--- config.mk ---
export PLATFORM = sky130hd
export DESIGN_NAME = cw_frame_buffer
export DESIGN_NICKNAME = d
export VERILOG_FILES = /design/src/rtl/cw_frame_buffer.sv
export SDC_FILE = /design/constraint.sdc
export NUM_CORES = 1
export LEC_CHECK = 0
export BUFFER_PORTS_ARGS = -buffer_cell sky130_fd_sc_hd__buf_2
export CORE_MARGIN = 2
export CORE_UTILIZATION = 30
export DETAILED_ROUTE_END_ITERATION = 10
export SKIP_CTS_REPAIR_TIMING = 1
export SLEW_MARGIN = 20
export SYNTH_ARGS = -nofsm -noshare
export SYNTH_HDL_FRONTEND = slang
export SYNTH_SLANG_ARGS = --single-unit
--- constraint.sdc ---
create_clock -name clk -period 2.9 [get_ports clk]
set_input_delay 0.29 -clock clk [delete_from_list [all_inputs] [get_ports clk]]
set_output_delay 0.29 -clock clk [all_outputs]
set_load 0.02 [all_outputs]
--- src/rtl/cw_frame_buffer.sv ---
// cw_frame_buffer
// Codeword front-end for the constant-weight decoder path. Incoming CW_W-bit
// codewords are queued in a DEPTH-entry FIFO. On start, NUM_WORDS codewords
// are popped one at a time and shifted out serially with valid/ready
// handshaking.
//
// Ports
//   clk        single clock, rising edge
//   rst_b      synchronous active-low reset
//   cw_in      codeword to enqueue
//   wr_en      enqueue request (dropped when full; this sets overflow)
//   full       FIFO holds DEPTH words
//   empty      FIFO holds 0 words
//   count      FIFO occupancy
//   overflow   sticky: a write was dropped; cleared by reset or an accepted start
//   start      begin one message; only sampled in IDLE
//   busy       FSM not in IDLE
//   bit_out    serial data bit
//   bit_valid  bit_out is valid
//   bit_ready  downstream accepts the bit
//   word_last  current bit is the last bit of its codeword
//   msg_done   one-cycle pulse at message end
module cw_frame_buffer #(
    parameter int CW_W      = 20,
    parameter int DEPTH     = 16,
    parameter int NUM_WORDS = 10,
    parameter bit MSB_FIRST = 1'b1
) (
    input  logic                       clk,
    input  logic                       rst_b,
    input  logic [CW_W-1:0]            cw_in,
    input  logic                       wr_en,
    output logic                       full,
    output logic                       empty,
    output logic [$clog2(DEPTH):0]     count,
    output logic                       overflow,
    input  logic                       start,
    output logic                       busy,
    output logic                       bit_out,
    output logic                       bit_valid,
    input  logic                       bit_ready,
    output logic                       word_last,
    output logic                       msg_done
);

    localparam int PTR_W = $clog2(DEPTH);
    localparam int CNT_W = PTR_W + 1;
    localparam int BC_W  = $clog2(CW_W);
    localparam int WC_W  = $clog2(NUM_WORDS + 1);

    localparam logic [CNT_W-1:0] DEPTH_C   = CNT_W'(DEPTH);
    localparam logic [BC_W-1:0]  BIT_LAST  = BC_W'(CW_W - 1);
    localparam logic [WC_W-1:0]  WORD_LAST = WC_W'(NUM_WORDS - 1);

    typedef enum logic [1:0] {IDLE, LOAD, SHIFT, DONE} state_t;

    state_t            state_reg, state_next;
    logic [CW_W-1:0]   mem [DEPTH];
    logic [PTR_W-1:0]  wr_ptr_reg, rd_ptr_reg;
    logic [CNT_W-1:0]  count_reg;
    logic              overflow_reg;
    logic [CW_W-1:0]   shift_reg, shift_next;
    logic [BC_W-1:0]   bit_cnt_reg;
    logic [WC_W-1:0]   word_cnt_reg;

    logic full_int, empty_int;
    logic wr_accept, pop, start_accept, bit_take, last_bit;

    assign full_int     = (count_reg == DEPTH_C);
    assign empty_int    = (count_reg == '0);
    // full is judged on the registered count, so a same-cycle pop never
    // frees a slot for the write in that cycle.
    assign wr_accept    = wr_en && !full_int;
    assign pop          = (state_reg == LOAD) && !empty_int;
    assign start_accept = (state_reg == IDLE) && start;
    assign bit_take     = (state_reg == SHIFT) && bit_ready;
    assign last_bit     = (bit_cnt_reg == BIT_LAST);

    // The bit just sent leaves the register and a zero fills the vacated end.
    generate
        if (MSB_FIRST) begin : g_msb_first
            assign shift_next = {shift_reg[CW_W-2:0], 1'b0};
        end else begin : g_lsb_first
            assign shift_next = {1'b0, shift_reg[CW_W-1:1]};
        end
    endgenerate

    // Next-state logic
    always_comb begin
        state_next = state_reg;
        case (state_reg)
            IDLE:  if (start) state_next = LOAD;
            LOAD:  if (pop) state_next = SHIFT;
            SHIFT: if (bit_take && last_bit)
                       state_next = (word_cnt_reg == WORD_LAST) ? DONE : LOAD;
            DONE:  state_next = IDLE;
            default: state_next = IDLE;
        endcase
    end

    // Outputs are decoded from registered state only; bit_ready never reaches them.
    always_comb begin
        bit_valid = 1'b0;
        bit_out   = 1'b0;
        word_last = 1'b0;
        msg_done  = 1'b0;
        busy      = (state_reg != IDLE);
        case (state_reg)
            SHIFT: begin
                bit_valid = 1'b1;
                bit_out   = MSB_FIRST ? shift_reg[CW_W-1] : shift_reg[0];
                word_last = last_bit;
            end
            DONE:    msg_done = 1'b1;
            default: ;
        endcase
    end

    // Storage array: no reset so it maps onto block RAM. The read is
    // registered into shift_reg below.
    always_ff @(posedge clk) begin
        if (rst_b && wr_accept)
            mem[wr_ptr_reg] <= cw_in;
    end

    always_ff @(posedge clk) begin
        if (!rst_b) begin
            state_reg    <= IDLE;
            wr_ptr_reg   <= '0;
            rd_ptr_reg   <= '0;
            count_reg    <= '0;
            overflow_reg <= 1'b0;
            shift_reg    <= '0;
            bit_cnt_reg  <= '0;
            word_cnt_reg <= '0;
        end else begin
            state_reg <= state_next;

            if (wr_accept)
                wr_ptr_reg <= wr_ptr_reg + 1'b1;

            if (wr_accept && !pop)
                count_reg <= count_reg + 1'b1;
            else if (!wr_accept && pop)
                count_reg <= count_reg - 1'b1;

            // A dropped write wins over a clearing start in the same cycle
            // so that the lost word is never silently forgotten.
            if (wr_en && full_int)
                overflow_reg <= 1'b1;
            else if (start_accept)
                overflow_reg <= 1'b0;

            if (start_accept)
                word_cnt_reg <= '0;

            if (pop) begin
                rd_ptr_reg  <= rd_ptr_reg + 1'b1;
                shift_reg   <= mem[rd_ptr_reg];
                bit_cnt_reg <= '0;
            end else if (bit_take) begin
                shift_reg   <= shift_next;
                bit_cnt_reg <= bit_cnt_reg + 1'b1;
                if (last_bit)
                    word_cnt_reg <= word_cnt_reg + 1'b1;
            end
        end
    end

    assign full     = full_int;
    assign empty    = empty_int;
    assign count    = count_reg;
    assign overflow = overflow_reg;

endmodule
==> results of run 1 <==
==> how the worst min path moves through the flow <==
stage                                 from                          end  slack [ns]
2_1_floorplan                     cw_in[0]          mem[0][0]$_DFFE_PP_        0.39
3_3_place_gp   bit_cnt_reg[1]$_SDFFE_PP0P_  bit_cnt_reg[1]$_SDFFE_PP0P_        0.46
3_5_place_dp   bit_cnt_reg[1]$_SDFFE_PP0P_  bit_cnt_reg[1]$_SDFFE_PP0P_        0.47
4_1_cts                              wr_en        overflow$_SDFFE_PN0P_        0.04
5_1_grt                              wr_en        overflow$_SDFFE_PN0P_        0.09
6_report                             wr_en        overflow$_SDFFE_PN0P_        0.07
==> cell families (layout without fill, tap and decap cells) <==
| kind of cell | Yosys count | after routing | share of synthesized area, % |
|---|---|---|---|
| flip-flops | 369 | 369 | 73.5 |
| multiplexers | 145 | 145 | 17.0 |
| AND/OR/NAND/NOR | 85 | 85 | 2.84 |
| AO/OA/AOI/OAI | 63 | 63 | 3.19 |
| buffers and inverters | 49 | 156 | 1.50 |
| adder cells (fa/ha/maj) | 13 | 13 | 1.18 |
| XOR/XNOR | 12 | 12 | 0.730 |
==> per-layer routing <==
| layer | up-vias | track usage (%) | share of wire [%] |
|---|---|---|---|
| met5 | - | 0 | 0.16 |
| met1 | 3684 | 18.2 | 48 |
| met4 | 8 | 3.96 | 2.3 |
| met3 | 63 | 2.83 | 6.4 |
| li1 | 3153 | - | - |
| met2 | 197 | 18.4 | 44 |
==> cells in the mapped netlist (2+ instances only) <==
master	count	area, um^2
o21ai_0	2	10.0
o21ai_1	19	95.1
nor2_1	37	139
xor2_1	8	70.1
nand3_1	9	45.0
nand2_1	13	48.8
mux4_2	80	1800
o32a_1	19	190
dfxtp_1	49	981
nand2b_1	2	12.5
mux2i_1	63	631
nand4_1	3	18.8
mux2_2	2	22.5
clkbuf_1	22	82.6
nor2b_1	2	12.5
buf_6	2	22.5
and3_1	2	12.5
xnor2_1	4	35.0
ha_1	12	150
a21oi_1	8	40.0
nor3_1	4	20.0
buf_2	13	65.1
edfxtp_1	320	9610
and2_1	3	18.8
buf_1	3	11.3
o211ai_1	4	30.0
or3_1	2	12.5
inv_1	8	30.0
o21a_1	2	15.0
a21o_1	2	15.0
==> power groups by stage <==
stage / sequential, W / clock (W) / combinational [W]
after global routing: 0.00608 / 0.00504 / 0.00115
after CTS: 0.00606 / 0.00484 / 0.00105
after floorplan: 0.00618 / 0 / 0.000673
after detailed placement: 0.00618 / 0 / 0.00105
after global placement: 0.00617 / 0 / 0.00104
final: 0.00607 / 0.00472 / 0.00104
==> final cells by class <==
class,count,area share (%)
multi-input cells,318,21.8
clock buffers,48,6.41
inverters,8,0.178
clock inverters,20,0.794
flip-flops and latches,369,62.9
well taps,615,4.57
repair buffers,80,3.38
==> per-stage QoR <==
stage | utilization [%] | instances | total power [W]
3_3_place_gp | 32.9 | 1390 | 0.00721
3_5_place_dp | 32.9 | 1390 | 0.00722
4_1_cts | 35.5 | 1458 | 0.0120
2_1_floorplan | - | 736 | 0.00685
5_1_grt | 35.5 | 1458 | 0.0123
6_report | 35.5 | 1458 | 0.0118
==> worst max-delay path, stage by stage (launching register included) <==
cell and delay, ns:
dfxtp_1 0.38, nor4_2 0.41, a21boi_2 0.11, inv_1 0.09, ha_1 0.16, inv_1 0.10
fa_1 0.41, a21o_1 0.18, a21oi_1 0.17, mux2i_1 0.24, mux2i_1 0.19
==> flow_summary.yaml, run 1 <==
outcome:
  status: "finished, final reports clean"
worst_hold_path:
  min_path_type: "primary input to flip-flop"
  whs_path_depth: 3
routing:
  wl_mm: 30.3
  dr.first_iter.drc_count: 567
  vias: 7105
  antenna_left: 0
  firstDrtPassIters: 6
  remaining_drc_errors: 0
  vias_per_cell: 4.87
  post_drt_wl_per_cell_um: 20.8
floorplan:
  initial_core_util_pct: 30.3
  die_h_um: 223
  die-area_mm2: 0.0498
  rows: 80
  io_pins: 38
  core_area_mm2: 0.0475
  die_x_um: 223
cts:
  htreeDepth: 2
  clk_latency_ns: 0.54
  clk_path_buf_depth: 3
  clk_pin_slew_ns: 0.06
  ctsRootBufferMaster: "clkbuf_16"
  cts_tree: "yes"
  cts.sinks: 369
  cts_inserted_buffers: 38
placement:
  gp_congestion: 0.725
  dpl.hpwl_mm: 17.3
  postPlaceCellArea_mm2: 0.0156
  dp_slack_ns: 0.391
  port-buffer-count: 37
synthesis:
  ys_ff_latch: 369
  synth_ff_type: "edfxtp_1"
  synth-seq-area-share_pct: 73.5
  syn-cell-area_mm2: 0.0144
  synth.avg_cell_area_um2: 19.6
  async_reset_ff_share_pct: 0
  synth_edf_count: 320
  synth_nets: 774
  yosys_warnings: 0
  yosysUniqueCellTypes: 47
  syn_inst: 736
timing:
  hold_viol_final: 0
  fin_tns_setup_ns: 0
  worst_hold_slack_ns: 0.0665
  finalMaxSlewViolations: 0
  setup_viol: 0
  fin_worst_skew_ns: 0.0190
  relSlewSlack_pct: 60.6
  tightestPinTransition_ns: 0.590
  rsz0062_at_grt: "false"
  setup_ws_ns: 0.394
  fin_crit_sh_pct: 86.4
  clock.fmax_mhz: 399
  period_minus_slack_ns: 2.51
finish:
  final_nets: 853
  layout.cells.most_common_list: "320 x edfxtp_1, 80 x mux4_2, 63 x mux2i_1"
  drive_gt1_share_pct: 29.2
  final_common_cell: "edfxtp_1"
  fill_cells: 4415
  fin_area_mm2: 0.0169
  final-seq-area_mm2: 0.0106
  area_growth_syn_to_layout_pct: 17.0
  multi_input_area_mm2: 0.00367
  num_antenna_cells: 0
  largest_reg_flops: 320
worst_setup_path:
  criticalPathCategory: "flip-flop to flip-flop"
  reg2reg_slack_ns: 0.39
  crit_required_ns: 3.36
  endpoint: "count[4]$_SDFFE_PN0P_"
  r2r_end: "count[4]$_SDFFE_PN0P_"
  regToRegStartpoint: "count[1]$_SDFFE_PN0P_"
  cp-startpoint: "count[1]$_SDFFE_PN0P_"
  cp-start-kind: "flip-flop"
  cp_max_fo: 6
  rr_worst_depth: 10
  cp.arrival_ns: 2.97
  endpoint_kind: "flip-flop"
power:
  powerDensity_mw_per_mm2: 701
  swShare_pct: 23.1
  clkPwrFrac_pct: 39.9
  ir_worst_vdd_mv: 0.454
  switchingPower_w: 0.00273
  pwr-share-comb_pct: 8.8
  cell_internal_pwr_w: 0.00909
  p_leak_nw: 5.36
  seqPwrFrac_pct: 51.3
global_route:
  antenna_found_initial: 4
  grt_pass1_vias: 7290
  grt_max_degree: 42
  grt_usage_pct: 12.5
  overflow: 0
  grt_first_pass_wirelength_mm: 46.2
job:
  drv_cap: 0
No activity file was read; power rests on OpenSTA's default activity.
==> run 2, diff against run 1 <==
--- a/config.mk
+++ b/config.mk
@@ -8,7 +8,9 @@
 export BUFFER_PORTS_ARGS = -buffer_cell sky130_fd_sc_hd__buf_2
 export CORE_MARGIN = 2
 export CORE_UTILIZATION = 30
+export CTS_CLUSTER_SIZE = 16
 export DETAILED_ROUTE_END_ITERATION = 10
+export PLACE_DENSITY = 0.52
 export SKIP_CTS_REPAIR_TIMING = 1
 export SLEW_MARGIN = 20
 export SYNTH_ARGS = -nofsm -noshare
==> flow_summary.yaml, run 2 (synthesized netlist as in run 1, its figures left out) <==
outcome:
  status: "finished, final reports clean"
floorplan:
  die_x_um: 223
  core_area_mm2: 0.0475
  die-area_mm2: 0.0498
  rows: 80
  io_pins: 38
  die_h_um: 223
  initial_core_util_pct: 30.3
global_route:
  antenna_found_initial: 1
  overflow: 0
  grt_max_degree: 36
  grt_usage_pct: 12.8
  grt_first_pass_wirelength_mm: 47.0
  grt_pass1_vias: 7056
routing:
  post_drt_wl_per_cell_um: 21.4
  dr.first_iter.drc_count: 547
  antenna_left: 0
  wl_mm: 31.3
  vias_per_cell: 4.80
  remaining_drc_errors: 0
  firstDrtPassIters: 5
  vias: 7011
cts:
  cts_inserted_buffers: 39
  cts_tree: "yes"
  htreeDepth: 2
  clk_pin_slew_ns: 0.06
  clk_path_buf_depth: 3
  ctsRootBufferMaster: "clkbuf_16"
  cts.sinks: 369
  clk_latency_ns: 0.53
timing:
  hold_viol_final: 0
  clock.fmax_mhz: 400
  finalMaxSlewViolations: 0
  worst_hold_slack_ns: 0.0755
  fin_tns_setup_ns: 0
  fin_worst_skew_ns: 0.0130
  rsz0062_at_grt: "false"
  relSlewSlack_pct: 52.5
  setup_viol: 0
  fin_crit_sh_pct: 86.3
  tightestPinTransition_ns: 0.712
  period_minus_slack_ns: 2.50
power:
  switchingPower_w: 0.00272
  p_leak_nw: 5.38
  clkPwrFrac_pct: 40.3
  seqPwrFrac_pct: 50.9
  pwr-share-comb_pct: 8.7
  swShare_pct: 22.8
  cell_internal_pwr_w: 0.00920
  ir_worst_vdd_mv: 0.511
  powerDensity_mw_per_mm2: 704
finish:
  area_growth_syn_to_layout_pct: 17.5
  final_nets: 855
  layout.cells.most_common_list: "320 x edfxtp_1, 80 x mux4_2, 63 x mux2i_1"
  num_antenna_cells: 0
  fin_area_mm2: 0.0169
  final_common_cell: "edfxtp_1"
  largest_reg_flops: 320
  drive_gt1_share_pct: 28.6
worst_setup_path:
  cp-start-kind: "flip-flop"
  criticalPathCategory: "flip-flop to flip-flop"
  endpoint_kind: "flip-flop"
  cp.arrival_ns: 2.97
  cp_max_fo: 6
  crit_required_ns: 3.36
worst_hold_path:
  min_path_type: "primary input to flip-flop"
placement:
  postPlaceCellArea_mm2: 0.0157
  gp_congestion: 0.736
  port-buffer-count: 37
  dpl.hpwl_mm: 18.0
job:
  drv_cap: 0
==> run 2: power groups by stage <==
stage	combinational [W]	clock [W]	sequential (W)
2_1_floorplan	0.000673	0	0.00618
3_3_place_gp	0.00104	0	0.00618
3_5_place_dp	0.00105	0	0.00618
4_1_cts	0.00106	0.00493	0.00607
5_1_grt	0.00116	0.00515	0.00609
6_report	0.00104	0.00481	0.00607
==> run 2: layout make-up <==
| cell class | count | area [um^2] |
|---|---|---|
| Fill cell | 4399 | 30600 |
| Sequential cell | 369 | 10600 |
| Multi-Input combinational cell | 318 | 3670 |
| Clock buffer | 64 | 1200 |
| Tap cell | 615 | 769 |
| Timing Repair Buffer | 81 | 603 |
| Clock inverter | 7 | 43.8 |
| Inverter | 8 | 30.0 |
==> run 2: final timing paths <==
kind	from	end	slack, ns	cells past startpoint
max	count[1]$_SDFFE_PN0P_	count[4]$_SDFFE_PN0P_	0.40	10
min reg2reg	bit_cnt_reg[1]$_SDFFE_PP0P_	bit_cnt_reg[1]$_SDFFE_PP0P_	0.48	2
min	wr_en	overflow$_SDFFE_PN0P_	0.08	3
max reg2reg	count[1]$_SDFFE_PN0P_	count[4]$_SDFFE_PN0P_	0.40	10
==> run 2: worst max-delay path, cell delays in order (launching register included) <==
cell and delay (ns):
dfxtp_1 0.37, nor4_2 0.43, a21boi_2 0.11, inv_1 0.09
ha_1 0.16, inv_1 0.10, fa_1 0.41, a21o_1 0.17
a21oi_1 0.17, mux2i_1 0.24, mux2i_1 0.19
==> run 2: routing by layer <==
metal	vias up	wire (um)	GRT usage (%)
met5	-	7	0
met4	2	482	3.07
met3	39	1630	2.55
met2	162	13800	19.0
met1	3650	15400	19.2
li1	3158	-	-
==> run 2: through the flow <==
stage	setup WS, ns	power, W	utilization [%]	cells
after global routing	0.167	0.0124	35.6	1462
final	0.397	0.0119	35.6	1462
after global placement	0.402	0.00722	33.0	1391
after CTS	0.366	0.0121	35.6	1462
after floorplan	0.282	0.00685	-	736
after detailed placement	0.373	0.00723	33.0	1391
==> run 3, diff against run 2 <==
--- a/config.mk
+++ b/config.mk
@@ -6,11 +6,13 @@
 export NUM_CORES = 1
 export LEC_CHECK = 0
 export BUFFER_PORTS_ARGS = -buffer_cell sky130_fd_sc_hd__buf_2
+export CELL_PAD_IN_SITES_DETAIL_PLACEMENT = 0
+export CELL_PAD_IN_SITES_GLOBAL_PLACEMENT = 1
 export CORE_MARGIN = 2
 export CORE_UTILIZATION = 30
 export CTS_CLUSTER_SIZE = 16
 export DETAILED_ROUTE_END_ITERATION = 10
-export PLACE_DENSITY = 0.52
+export PLACE_DENSITY = 0.56
 export SKIP_CTS_REPAIR_TIMING = 1
 export SLEW_MARGIN = 20
 export SYNTH_ARGS = -nofsm -noshare
==> flow_summary.yaml, run 3 (synthesized netlist as in run 1, its figures left out) <==
power:
  ir_worst_vdd_mv: 0.410
  p_leak_nw: 5.34
  powerDensity_mw_per_mm2: 707
worst_setup_path:
  cp_max_fo: 5
  crit_required_ns: 3.38
  cp-start-kind: "flip-flop"
  cp.arrival_ns: 2.97
  criticalPathCategory: "flip-flop to flip-flop"
  endpoint_kind: "flip-flop"
timing:
  rsz0062_at_grt: "false"
  fin_worst_skew_ns: 0.0201
  worst_hold_slack_ns: 0.0514
  setup_ws_ns: 0.404
  period_minus_slack_ns: 2.50
  fin_tns_setup_ns: 0
  setup_viol: 0
  tightestPinTransition_ns: 0.693
  clock.fmax_mhz: 401
  fin_crit_sh_pct: 86.1
  relSlewSlack_pct: 53.8
  hold_viol_final: 0
  finalMaxSlewViolations: 0
routing:
  remaining_drc_errors: 0
  firstDrtPassIters: 4
  dr.first_iter.drc_count: 509
  wl_mm: 32.7
  antenna_left: 0
  vias: 6988
  post_drt_wl_per_cell_um: 22.5
  vias_per_cell: 4.80
worst_hold_path:
  min_path_type: "primary input to flip-flop"
placement:
  gp_congestion: 0.689
  dp.cells: 1383
  dp_slack_ns: 0.371
  dpl.hpwl_mm: 17.5
  port-buffer-count: 37
finish:
  largest_reg_flops: 320
  drive_gt1_share_pct: 27.5
  final-seq-area_mm2: 0.0106
  fill_cells: 4410
  num_antenna_cells: 0
  area_growth_syn_to_layout_pct: 17.1
  multi_input_area_mm2: 0.00367
  layout.cells.most_common_list: "320 x edfxtp_1, 80 x mux4_2, 63 x mux2i_1"
  stdcell_count: 1455
  final_common_cell: "edfxtp_1"
  final_nets: 848
job:
  drv_cap: 0
global_route:
  antenna_found_initial: 2
  overflow: 0
  grt_pass1_vias: 7248
  grt_max_degree: 36
  grt_usage_pct: 13.3
  grt_first_pass_wirelength_mm: 48.4
cts:
  ctsRootBufferMaster: "clkbuf_16"
  clk_pin_slew_ns: 0.05
  cts.sinks: 369
  cts_inserted_buffers: 40
  cts_tree: "yes"
  clk_latency_ns: 0.56
  htreeDepth: 2
  clk_path_buf_depth: 3
floorplan:
  die_h_um: 223
  die-area_mm2: 0.0498
  rows: 80
  io_pins: 38
  core_area_mm2: 0.0475
  initial_core_util_pct: 30.3
  die_x_um: 223
outcome:
  status: "finished, final reports clean"
==> run 3: cell types whose count changed in the layout (fill, tap and decap cells not counted), sizes merged <==
| cell | change |
|---|---|
| buf | -8 |
| clkinv | +5 |
| clkbuf | -4 |
| bufinv | +1 |
| clkinvlp | -1 |
==> run 3: worst paths after layout <==
check | from | to | slack (ns) | depth (start not counted)
worst max-delay path | count[0]$_SDFFE_PN0P_ | count[4]$_SDFFE_PN0P_ | 0.40 | 10
worst max register to register | count[0]$_SDFFE_PN0P_ | count[4]$_SDFFE_PN0P_ | 0.40 | 10
worst min-delay path | wr_en | overflow$_SDFFE_PN0P_ | 0.05 | 3
worst min register to register | rd_ptr_reg[3]$_SDFFE_PN0N_ | flip-flop | 0.48 | 2
==> run 3: metrics by stage <==
| step | utilization [%] | cell area, um^2 | total power, W |
|---|---|---|---|
| floorplan | - | 14400 | 0.00685 |
| global placement | 32.9 | 15600 | 0.00724 |
| detailed placement | 32.9 | 15600 | 0.00725 |
| CTS | 35.5 | 16900 | 0.0121 |
| global route | 35.5 | 16900 | 0.0124 |
| finish | 35.5 | 16900 | 0.0119 |
==> run 3: per-layer routing <==
layer  vias to the layer above  share of wire (%)  track usage, %  wire (um)
li1                       3143                  -               -          -
met1                      3672                 48            18.8      15500
met2                       123                 46            21.1      15200
met3                        46                4.2            2.40       1360
met4                         4                1.8            3.96        587
met5                         -              0.083               0         27
==> run 3: critical path, stage by stage, from the launching register on <==
cell and delay [ns]:
dfxtp_1 0.32, nor4_2 0.44, a21boi_2 0.11, inv_1 0.08, ha_1 0.16, inv_1 0.11, fa_1 0.41, a21o_1 0.17
a21oi_1 0.18, mux2i_1 0.24, mux2i_1 0.19
==> run 3: layout make-up <==
class,count,area share (%)
clock buffer,60,6.66
tap,615,4.56
timing repair buffer,73,3.29
multi-input combinational,318,21.8
sequential,369,62.8
inverter,8,0.178
clock inverter,12,0.697
==> run 3: report_power, final <==
group	switching, W	total, W	internal (W)	leakage (nW)
clock	0.00203	0.00481	0.00278	0.604
sequential	0.000127	0.00608	0.00595	3.28
combinational	0.000621	0.00104	0.000422	1.45
